File: src/rtl/nes_controller_reader_if.sv
// Signal bundle between the NES gamepad pins, the controller reader and the
// game logic.
//   nes_in      : controller serial data, active-low, asynchronous
//   nes_latch   : latch strobe to the controller, active-high
//   nes_pulse   : clock strobe to the controller, active-high
//   buttons     : frame-stable button state, 1 = pressed
//                 [7] A [6] B [5] Select [4] Start [3] Up [2] Down [1] Left [0] Right
//   pressed     : one-cycle strobe per button that went 0->1 this frame
//   frame_valid : one-cycle strobe when buttons updates
// master = the reader, slave = the controller/game side.
interface nes_controller_reader_if;
  logic       nes_in;
  logic       nes_latch;
  logic       nes_pulse;
  logic [7:0] buttons;
  logic [7:0] pressed;
  logic       frame_valid;

  modport master (
    input  nes_in,
    output nes_latch,
    output nes_pulse,
    output buttons,
    output pressed,
    output frame_valid
  );

  modport slave (
    output nes_in,
    input  nes_latch,
    input  nes_pulse,
    input  buttons,
    input  pressed,
    input  frame_valid
  );
endinterface

File: src/rtl/nes_controller_reader.sv
// Polls a standard NES gamepad once per POLL_CYCLES and publishes the
// 8-button state once per frame.
// Ports:
//   clk        : system clock
//   hard_reset : asynchronous, active-high reset
//   bus        : nes_controller_reader_if master modport (pins + frame outputs)
// Frame: LATCH for LATCH_CYCLES, then 7 x (PULSE_HI, PULSE_LO) of
// HALF_BIT_CYCLES each, then one DONE cycle. Bits are sampled on the last
// cycle of LATCH / PULSE_HI through a two-flop synchroniser, MSB first.
module nes_controller_reader #(
  parameter int unsigned POLL_CYCLES     = 833333,
  parameter int unsigned LATCH_CYCLES    = 600,
  parameter int unsigned HALF_BIT_CYCLES = 300
) (
  input  logic                    clk,
  input  logic                    hard_reset,
  nes_controller_reader_if.master bus
);

  localparam int unsigned POLL_W  = (POLL_CYCLES > 1) ? $clog2(POLL_CYCLES) : 1;
  localparam int unsigned PH_MAX  = (LATCH_CYCLES > HALF_BIT_CYCLES) ? LATCH_CYCLES : HALF_BIT_CYCLES;
  localparam int unsigned PHASE_W = $clog2(PH_MAX);

  localparam logic [2:0] S_IDLE     = 3'd0;
  localparam logic [2:0] S_LATCH    = 3'd1;
  localparam logic [2:0] S_PULSE_HI = 3'd2;
  localparam logic [2:0] S_PULSE_LO = 3'd3;
  localparam logic [2:0] S_DONE     = 3'd4;

  logic               sync1;
  logic               din_s;
  logic [POLL_W-1:0]  poll_cnt;
  logic               start;
  logic [2:0]         state;
  logic [2:0]         state_n;
  logic [PHASE_W-1:0] phase;
  logic [3:0]         bit_cnt;
  logic [7:0]         shift_reg;
  logic               latch_last;
  logic               half_last;
  logic               sample;

  // Synchroniser; idles at 1 (released).
  always_ff @(posedge clk or posedge hard_reset) begin
    if (hard_reset) begin
      sync1 <= 1'b1;
      din_s <= 1'b1;
    end else begin
      sync1 <= bus.nes_in;
      din_s <= sync1;
    end
  end

  assign start = (poll_cnt == POLL_W'(POLL_CYCLES - 1));

  always_ff @(posedge clk or posedge hard_reset) begin
    if (hard_reset) begin
      poll_cnt <= '0;
    end else if (start) begin
      poll_cnt <= '0;
    end else begin
      poll_cnt <= poll_cnt + 1'b1;
    end
  end

  assign latch_last = (phase == PHASE_W'(LATCH_CYCLES - 1));
  assign half_last  = (phase == PHASE_W'(HALF_BIT_CYCLES - 1));
  assign sample     = ((state == S_LATCH) && latch_last) ||
                      ((state == S_PULSE_HI) && half_last);

  always_comb begin
    state_n = state;
    case (state)
      S_IDLE:     if (start)      state_n = S_LATCH;
      S_LATCH:    if (latch_last) state_n = S_PULSE_HI;
      S_PULSE_HI: if (half_last)  state_n = S_PULSE_LO;
      S_PULSE_LO: if (half_last)  state_n = (bit_cnt < 4'd8) ? S_PULSE_HI : S_DONE;
      S_DONE:                     state_n = S_IDLE;
      default:                    state_n = S_IDLE;
    endcase
  end

  // Strobes and frame outputs are registered from the next-state decode so
  // they change on the same edge as the state they belong to, glitch-free.
  always_ff @(posedge clk or posedge hard_reset) begin
    if (hard_reset) begin
      state           <= S_IDLE;
      phase           <= '0;
      bit_cnt         <= '0;
      shift_reg       <= '0;
      bus.nes_latch   <= 1'b0;
      bus.nes_pulse   <= 1'b0;
      bus.buttons     <= '0;
      bus.pressed     <= '0;
      bus.frame_valid <= 1'b0;
    end else begin
      state <= state_n;
      if ((state_n != state) || (state == S_IDLE)) begin
        phase <= '0;
      end else begin
        phase <= phase + 1'b1;
      end

      if (sample) begin
        shift_reg <= {shift_reg[6:0], ~din_s};
        bit_cnt   <= (state == S_LATCH) ? 4'd1 : bit_cnt + 4'd1;
      end

      bus.nes_latch   <= (state_n == S_LATCH);
      bus.nes_pulse   <= (state_n == S_PULSE_HI);
      bus.frame_valid <= (state_n == S_DONE);
      if (state_n == S_DONE) begin
        bus.buttons <= shift_reg;
        bus.pressed <= shift_reg & ~bus.buttons;
      end else begin
        bus.pressed <= '0;
      end
    end
  end

endmodule

File: src/flat_wrapper.sv
// flat-port wrapper written by rule: the top's interface ports become plain ports
module nes_controller_reader_flat 
#(
  parameter int unsigned POLL_CYCLES     = 833333,
  parameter int unsigned LATCH_CYCLES    = 600,
  parameter int unsigned HALF_BIT_CYCLES = 300
)
  (clk, hard_reset, bus_nes_in, bus_nes_latch, bus_nes_pulse, bus_buttons, bus_pressed, bus_frame_valid);
  nes_controller_reader_if bus_i ();
  input  logic clk;
  input  logic hard_reset;
  input wire logic [$bits(bus_i.nes_in)-1:0] bus_nes_in;
  output wire logic [$bits(bus_i.nes_latch)-1:0] bus_nes_latch;
  output wire logic [$bits(bus_i.nes_pulse)-1:0] bus_nes_pulse;
  output wire logic [$bits(bus_i.buttons)-1:0] bus_buttons;
  output wire logic [$bits(bus_i.pressed)-1:0] bus_pressed;
  output wire logic [$bits(bus_i.frame_valid)-1:0] bus_frame_valid;
  assign bus_i.nes_in = bus_nes_in;
  assign bus_nes_latch = bus_i.nes_latch;
  assign bus_nes_pulse = bus_i.nes_pulse;
  assign bus_buttons = bus_i.buttons;
  assign bus_pressed = bus_i.pressed;
  assign bus_frame_valid = bus_i.frame_valid;
  nes_controller_reader #(.POLL_CYCLES(POLL_CYCLES), .LATCH_CYCLES(LATCH_CYCLES), .HALF_BIT_CYCLES(HALF_BIT_CYCLES)) u_core (.clk(clk), .hard_reset(hard_reset), .bus(bus_i));
endmodule
File: config.mk
export PLATFORM = sky130hd
export DESIGN_NAME = nes_controller_reader_flat
export DESIGN_NICKNAME = d
export VERILOG_FILES = /design/src/rtl/nes_controller_reader_if.sv /design/src/rtl/nes_controller_reader.sv /design/src/flat_wrapper.sv
export SDC_FILE = /design/constraint.sdc
export NUM_CORES = 1
export LEC_CHECK = 0
export CAP_MARGIN = 10
export CORE_AREA = 5 5 92 94
export DETAILED_ROUTE_END_ITERATION = 7
export DIE_AREA = 0 0 97 99
export MAX_ROUTING_LAYER = met4
export PLACE_DENSITY = 0.7
export RECOVER_POWER = 50
export SYNTH_ARGS = -nofsm -noshare
export SYNTH_HDL_FRONTEND = slang
export SYNTH_SLANG_ARGS = --single-unit
File: constraint.sdc
create_clock -name clk -period 4.1 [get_ports clk]
set_input_delay 1.23 -clock clk [delete_from_list [all_inputs] [get_ports clk]]
set_output_delay 1.23 -clock clk [all_outputs]
set_load 0.1 [all_outputs]
==> results.toml, run 1 <==
[status]
status = "finished, final reports clean"

[clocking]
cts-resized-gates = 0
cts_tree = "built"
clkSinkCount = 66
cts_setup_buffers = 0
root_buffer = "clkbuf_8"
ctsHoldBuffers = 0
numCtsBuffers = 9
clk_latency_ps = 340
cts_max_level = 3
clockBufferDepth = 2
clkSlewWorstSetupHoldPaths_ps = 70

[synthesis]
yosys_register_bits = 66
synthArstFlopShare_pct = 100
yosys-top-cells-area = "dfrtp_1 (54%), mux2_2 (6.1%), xor2_1 (3.6%)"
ys_seq_area_share_pct = 56.0
syn-mean-instance-area_um2 = 11.8
yosys_warnings = 0
yosysTopAreaCellShare_pct = 54.2
synth_edf_count = 0
syn_area_mm2 = 0.00295
synth_ff_type = "dfrtp_1"
synth_nets = 258
synth_cell_types = 47
yosysTopAreaCell = "dfrtp_1"
netlist_instances = 251

[setup_path]
worstPathMaxFanout = 36
criticalPathCategory = "in -> async"
worstPathArrival_ps = 3450
rr_startpoint = "u_core.phase[0]"
worstSetupStartpointType = "input port"
rr_worst_depth = 5
cp.required_ps = 4460
r2r_slack_ps = 1700
r2r-end = "u_core.bus.buttons[0]"
crit_path_end_kind = "async pin"

[layout]
register_area_mm2 = 0.00165
drive_gt1_share_pct = 14.4
diodes = 0
reg_top3 = "u_core.poll_cnt (20), u_core.phase (10)"
fin_cells = 387
layout_common_cells = "dfrtp_1 (64), nor2_1 (20), clkdlybuf4s50_1 (19)"
area_delta_synth_final_pct = 17.1
fillers = 690
largest_register_ffs = 20
mostFrequentLayoutCell = "dfrtp_1"
regMostFlops = "u_core.poll_cnt"
multi_input_area_mm2 = 0.00123
fin_nets = 287

[power]
powerDensity_mw_per_mm2 = 349
max-vdd-ir-drop_uv = 338
p_leak_uw = 0.00153

[routing]
antenna_left = 0
wl_per_cell_um = 14.1
viasPerCell = 5.09
num_vias = 1971
routed_wl_um = 5460
dr.pass1.iters = 4
drtIter0Drc = 112
drc_errors = 0

[global_routing]
grt_usage_pct = 12.9
grt_pass1_wl_um = 9780
grt_pass1_vias = 2039
grt_max_degree = 37
overflow = 0
antenna_found_initial = 0

[placement]
gp_congestion = 0.834
pre_cts_ws_ps = 1370
portBuffers = 21
post-place-cells = 371
hpwl_um = 3750

[sta]
worst_slew_pin_slew_ps = 1160
setup_tns_ps = 0
period_needed_ps = 3090
drv_slew = 0
setup_slack_ps = 1010
rsz0062_at_grt = "false"
slew_headroom_pct = 22.5
setup_viol_count_final = 0
fin_crit_sh_pct = 75.3
skew_ps = 11.2
fmax_ghz = 0.324
final-hold-violation-count = 0

[die]
core-area_mm2 = 0.00757
initial_core_util_pct = 39.0
die_area_mm2 = 0.00960
die_height_um = 99
pin_count = 22
rows = 32
die_x_um = 97

[hold_path]
hp-start = "u_core.sync1"
min_delay_path_depth = 0
hold_path_end = "u_core.din_s"
hp-class = "reg -> reg"

[flow_run]
drv_cap = 0
[area by class of cell]
| class | instances | area share [%] |
|---|---|---|
| inverter | 10 | 1.09 |
| timing repair buffer | 22 | 6.22 |
| sequential | 66 | 47.8 |
| clock inverter | 5 | 1.59 |
| multi-input combinational | 171 | 35.5 |
| clock buffer | 11 | 4.09 |
| tap | 102 | 3.69 |
[logic make-up (layout without fill, tap and decap cells)]
| family | count (synthesis) | after routing | share of synthesized area (%) |
|---|---|---|---|
| flip-flops | 66 | 66 | 56.0 |
| multiplexers | 18 | 18 | 6.78 |
| AO/OA/AOI/OAI | 25 | 25 | 6.40 |
| buffers and inverters | 14 | 48 | 1.82 |
| AND/OR/NAND/NOR | 101 | 101 | 20.5 |
| adder cells (fa/ha/maj) | 4 | 4 | 1.69 |
| XOR/XNOR | 23 | 23 | 6.82 |
[power breakdown]
group	leakage [µW]	internal (µW)	switching, µW	total, µW
combinational	0.000538	1.64	12.3	14.0
clock	0.0000953	295	243	539
sequential	0.000901	653	0.233	653
[cells in the mapped netlist, types with 3 or more instances]
cell type / count
and4_1: 5
nor3_1: 5
o21ai_0: 6
nor2_1: 20
clkbuf_1: 3
and3_1: 5
mux2_2: 16
or3_1: 5
ha_1: 4
nand3_1: 14
nor2b_1: 3
nand4_1: 9
a21oi_1: 3
xnor2_1: 11
a211oi_1: 6
nor3b_1: 9
dfrtp_1: 64
xor2_1: 12
inv_1: 9
nand2_1: 10
[worst max path at each step]
stage / start / end / depth (start not counted) / slack, ps
floorplan: hard_reset / u_core.bit_cnt[0] / 1 / 1220
global placement: u_core.bus.buttons[3] / bus_buttons[3] / 1 / 1390
detailed placement: u_core.bus.buttons[4] / bus_buttons[4] / 1 / 1370
CTS: u_core.bus.buttons[4] / bus_buttons[4] / 1 / 990
global route: hard_reset / u_core.phase[7] / 3 / 580
finish: hard_reset / u_core.phase[7] / 3 / 1010
[per-stage QoR]
step	power, µW	util, %	hold slack [ps]	cell area, µm²
floorplan	675	-	345	2950
global placement	682	43.6	347	3300
detailed placement	683	43.6	349	3300
CTS	1230	46.1	359	3490
global route	1250	45.7	366	3460
finish	1210	45.7	358	3460
[per-layer routing]
metal  vias up  wire length [µm]  global-route usage (%)
met1       982              2440                    15.9
li1        958                 -                       -
met3        11               178                    3.89
met4         0                95                    5.18
met5         -                 0                       -
met2        20              2740                    19.8
[critical path, stage by stage]
cell and delay, ps:
dlygate4sd3_1 530, inv_1 840, clkbuf_2 830
Power figures use the tool's default switching activity.
==> inputs of run 2 (changes only) <==
--- a/config.mk
+++ b/config.mk
@@ -10,7 +10,7 @@
 export DETAILED_ROUTE_END_ITERATION = 7
 export DIE_AREA = 0 0 97 99
 export MAX_ROUTING_LAYER = met4
-export PLACE_DENSITY = 0.7
+export PLACE_DENSITY = 0.72
 export RECOVER_POWER = 50
 export SYNTH_ARGS = -nofsm -noshare
 export SYNTH_HDL_FRONTEND = slang
==> constraint.sdc (replaced) <==
create_clock -name clk -period 2.8 [get_ports clk]
set_input_delay 0.84 -clock clk [delete_from_list [all_inputs] [get_ports clk]]
set_output_delay 0.84 -clock clk [all_outputs]
set_load 0.1 [all_outputs]
==> run 2 against run 1 <==
  * Worst setup slack worse by 460 ps
  * Sequential power is 46% higher
  * Power is 61% higher
  * Largest power group is now the clock network
  * Wire length is 2.6% lower
  * Final area is 0.69% higher
  * Non-clock buffer count is 2 higher
  * Clock power is 78% higher
==> results.toml, run 2 (synthesis results as in run 1) <==
[layout]
mostFrequentLayoutCell = "dfrtp_1"
layout_common_cells = "dfrtp_1 (64), nor2_1 (20), buf_4 (20)"
area_delta_synth_final_pct = 17.9
final_core_util_pct = 46.0
regMostFlops = "u_core.poll_cnt"
diodes = 0
drive_gt1_share_pct = 22.6
reg_top3 = "u_core.poll_cnt (20), u_core.phase (10)"
largest_register_ffs = 20
fillers = 695
fin_nets = 289

[sta]
fin_crit_sh_pct = 80.2
drv_slew = 0
rsz0062_at_grt = "false"
skew_ps = 7.69
fmax_ghz = 0.445
final-hold-violation-count = 0
setup_viol_count_final = 0
worst_slew_pin_slew_ps = 862
period_needed_ps = 2250
setup_tns_ps = 0
slew_headroom_pct = 42.5

[placement]
portBuffers = 21
gp_congestion = 0.826
hpwl_um = 3740

[global_routing]
grt_pass1_vias = 2028
grt_max_degree = 25
grt_usage_pct = 12.4
grt_pass1_wl_um = 9450
overflow = 0
antenna_found_initial = 0

[power]
switching_share_pct = 19.8
pwr-share-seq_pct = 49.3
internal_power_uw = 1550
p_comb_share_pct = 1.1
pwr-share-clk_pct = 49.5
p_leak_uw = 0.00161
p_sw_uw = 384
p_total_uw = 1940
max-vdd-ir-drop_uv = 251
powerDensity_mw_per_mm2 = 556

[die]
initial_core_util_pct = 39.0
die_height_um = 99
pin_count = 22
die_area_mm2 = 0.00960
die_x_um = 97
core-area_mm2 = 0.00757
rows = 32

[hold_path]
min_delay_path_depth = 0
hp-class = "reg -> reg"

[routing]
drtIter0Drc = 70
wl_per_cell_um = 13.7
dr.pass1.iters = 4
viasPerCell = 5.05
routed_wl_um = 5310
drc_errors = 0
num_vias = 1963
antenna_left = 0

[setup_path]
worstSetupStartpointType = "register"
crit_chain = "nor4_4 -> nand4_1 -> inv_2 -> mux2_2"
cpPeakStageDelay_ps = 490
crit_path_end_kind = "register"
rr_worst_depth = 4
worstPathArrival_ps = 2470
criticalPathCategory = "reg -> reg"
cp.required_ps = 3020
slowest_stage = "nand4_1"
worstPathMaxFanout = 10

[status]
status = "finished, final reports clean"

[clocking]
cts_tree = "built"
cts_setup_buffers = 0
clk_latency_ps = 340
clkSlewWorstSetupHoldPaths_ps = 70
root_buffer = "clkbuf_8"
cts_max_level = 3
clockBufferDepth = 2
cts-resized-gates = 0
ctsHoldBuffers = 0
clkSinkCount = 66
numCtsBuffers = 9

[flow_run]
drv_cap = 0
run 2: cell count changes in the layout (fill, tap and decap cells not counted), moves of 2 or more:
| cell | previous run | this run |
|---|---|---|
| clkinv_4 | 0 | 2 |
| clkdlybuf4s50_1 | 19 | 0 |
| clkinv_2 | 2 | 0 |
| buf_4 | 0 | 20 |
| bufinv_16 | 1 | 3 |
run 2: metal layers:
layer  track usage [%]  vias to the layer above  part of all wire (%)
met5                 -                        -                     0
met4              6.48                        0                   1.6
met3              2.55                        8                   2.1
met2              19.7                       16                    48
met1              15.0                      978                    48
li1                  -                      961                     -
run 2: per-stage QoR:
step                instances  setup WS, ps  cell area (µm²)  hold slack [ps]
floorplan                 251           309             2950              345
global placement          373           748             3250              346
detailed placement        373           726             3250              349
CTS                       389           718             3490              360
global route              389           455             3480              370
finish                    389           553             3480              358
run 2: power by group through the flow:
stage	sequential [µW]	clock (µW)	combinational, µW
after floorplan	974	0	13.9
after global placement	974	0	24.8
after detailed placement	974	0	25.8
after CTS	956	990	25.7
after global routing	956	1020	27.8
final	956	960	22.3
run 2: worst paths after layout:
kind                            startpoint               endpoint  slack (ps)
setup / recovery           u_core.phase[4]  u_core.bus.buttons[1]         550
hold / removal                u_core.sync1           u_core.din_s         360
max in group asynchronous       hard_reset      u_core.bit_cnt[0]         760
setup reg to reg           u_core.phase[4]  u_core.bus.buttons[1]         550
min in group asynchronous       hard_reset     u_core.poll_cnt[0]        1110
hold reg to reg               u_core.sync1           u_core.din_s         360
run 2: critical path, delay by kind of cell, from the launching register on:
family / cells / cell delay, ps
AND/OR/NAND/NOR: 2 / 930
flip-flops: 1 / 460
multiplexers: 1 / 370
buffers and inverters: 1 / 360
run 2: layout make-up:
cell class	count	area [µm²]	share of cell area, %
clock inverters	6	115	3.31
inverters	10	37.5	1.08
clock buffers	10	128	3.67
flip-flops and latches	66	1650	47.5
multi-input cells	171	1240	35.6
repair buffers	24	180	5.17
well taps	102	128	3.67
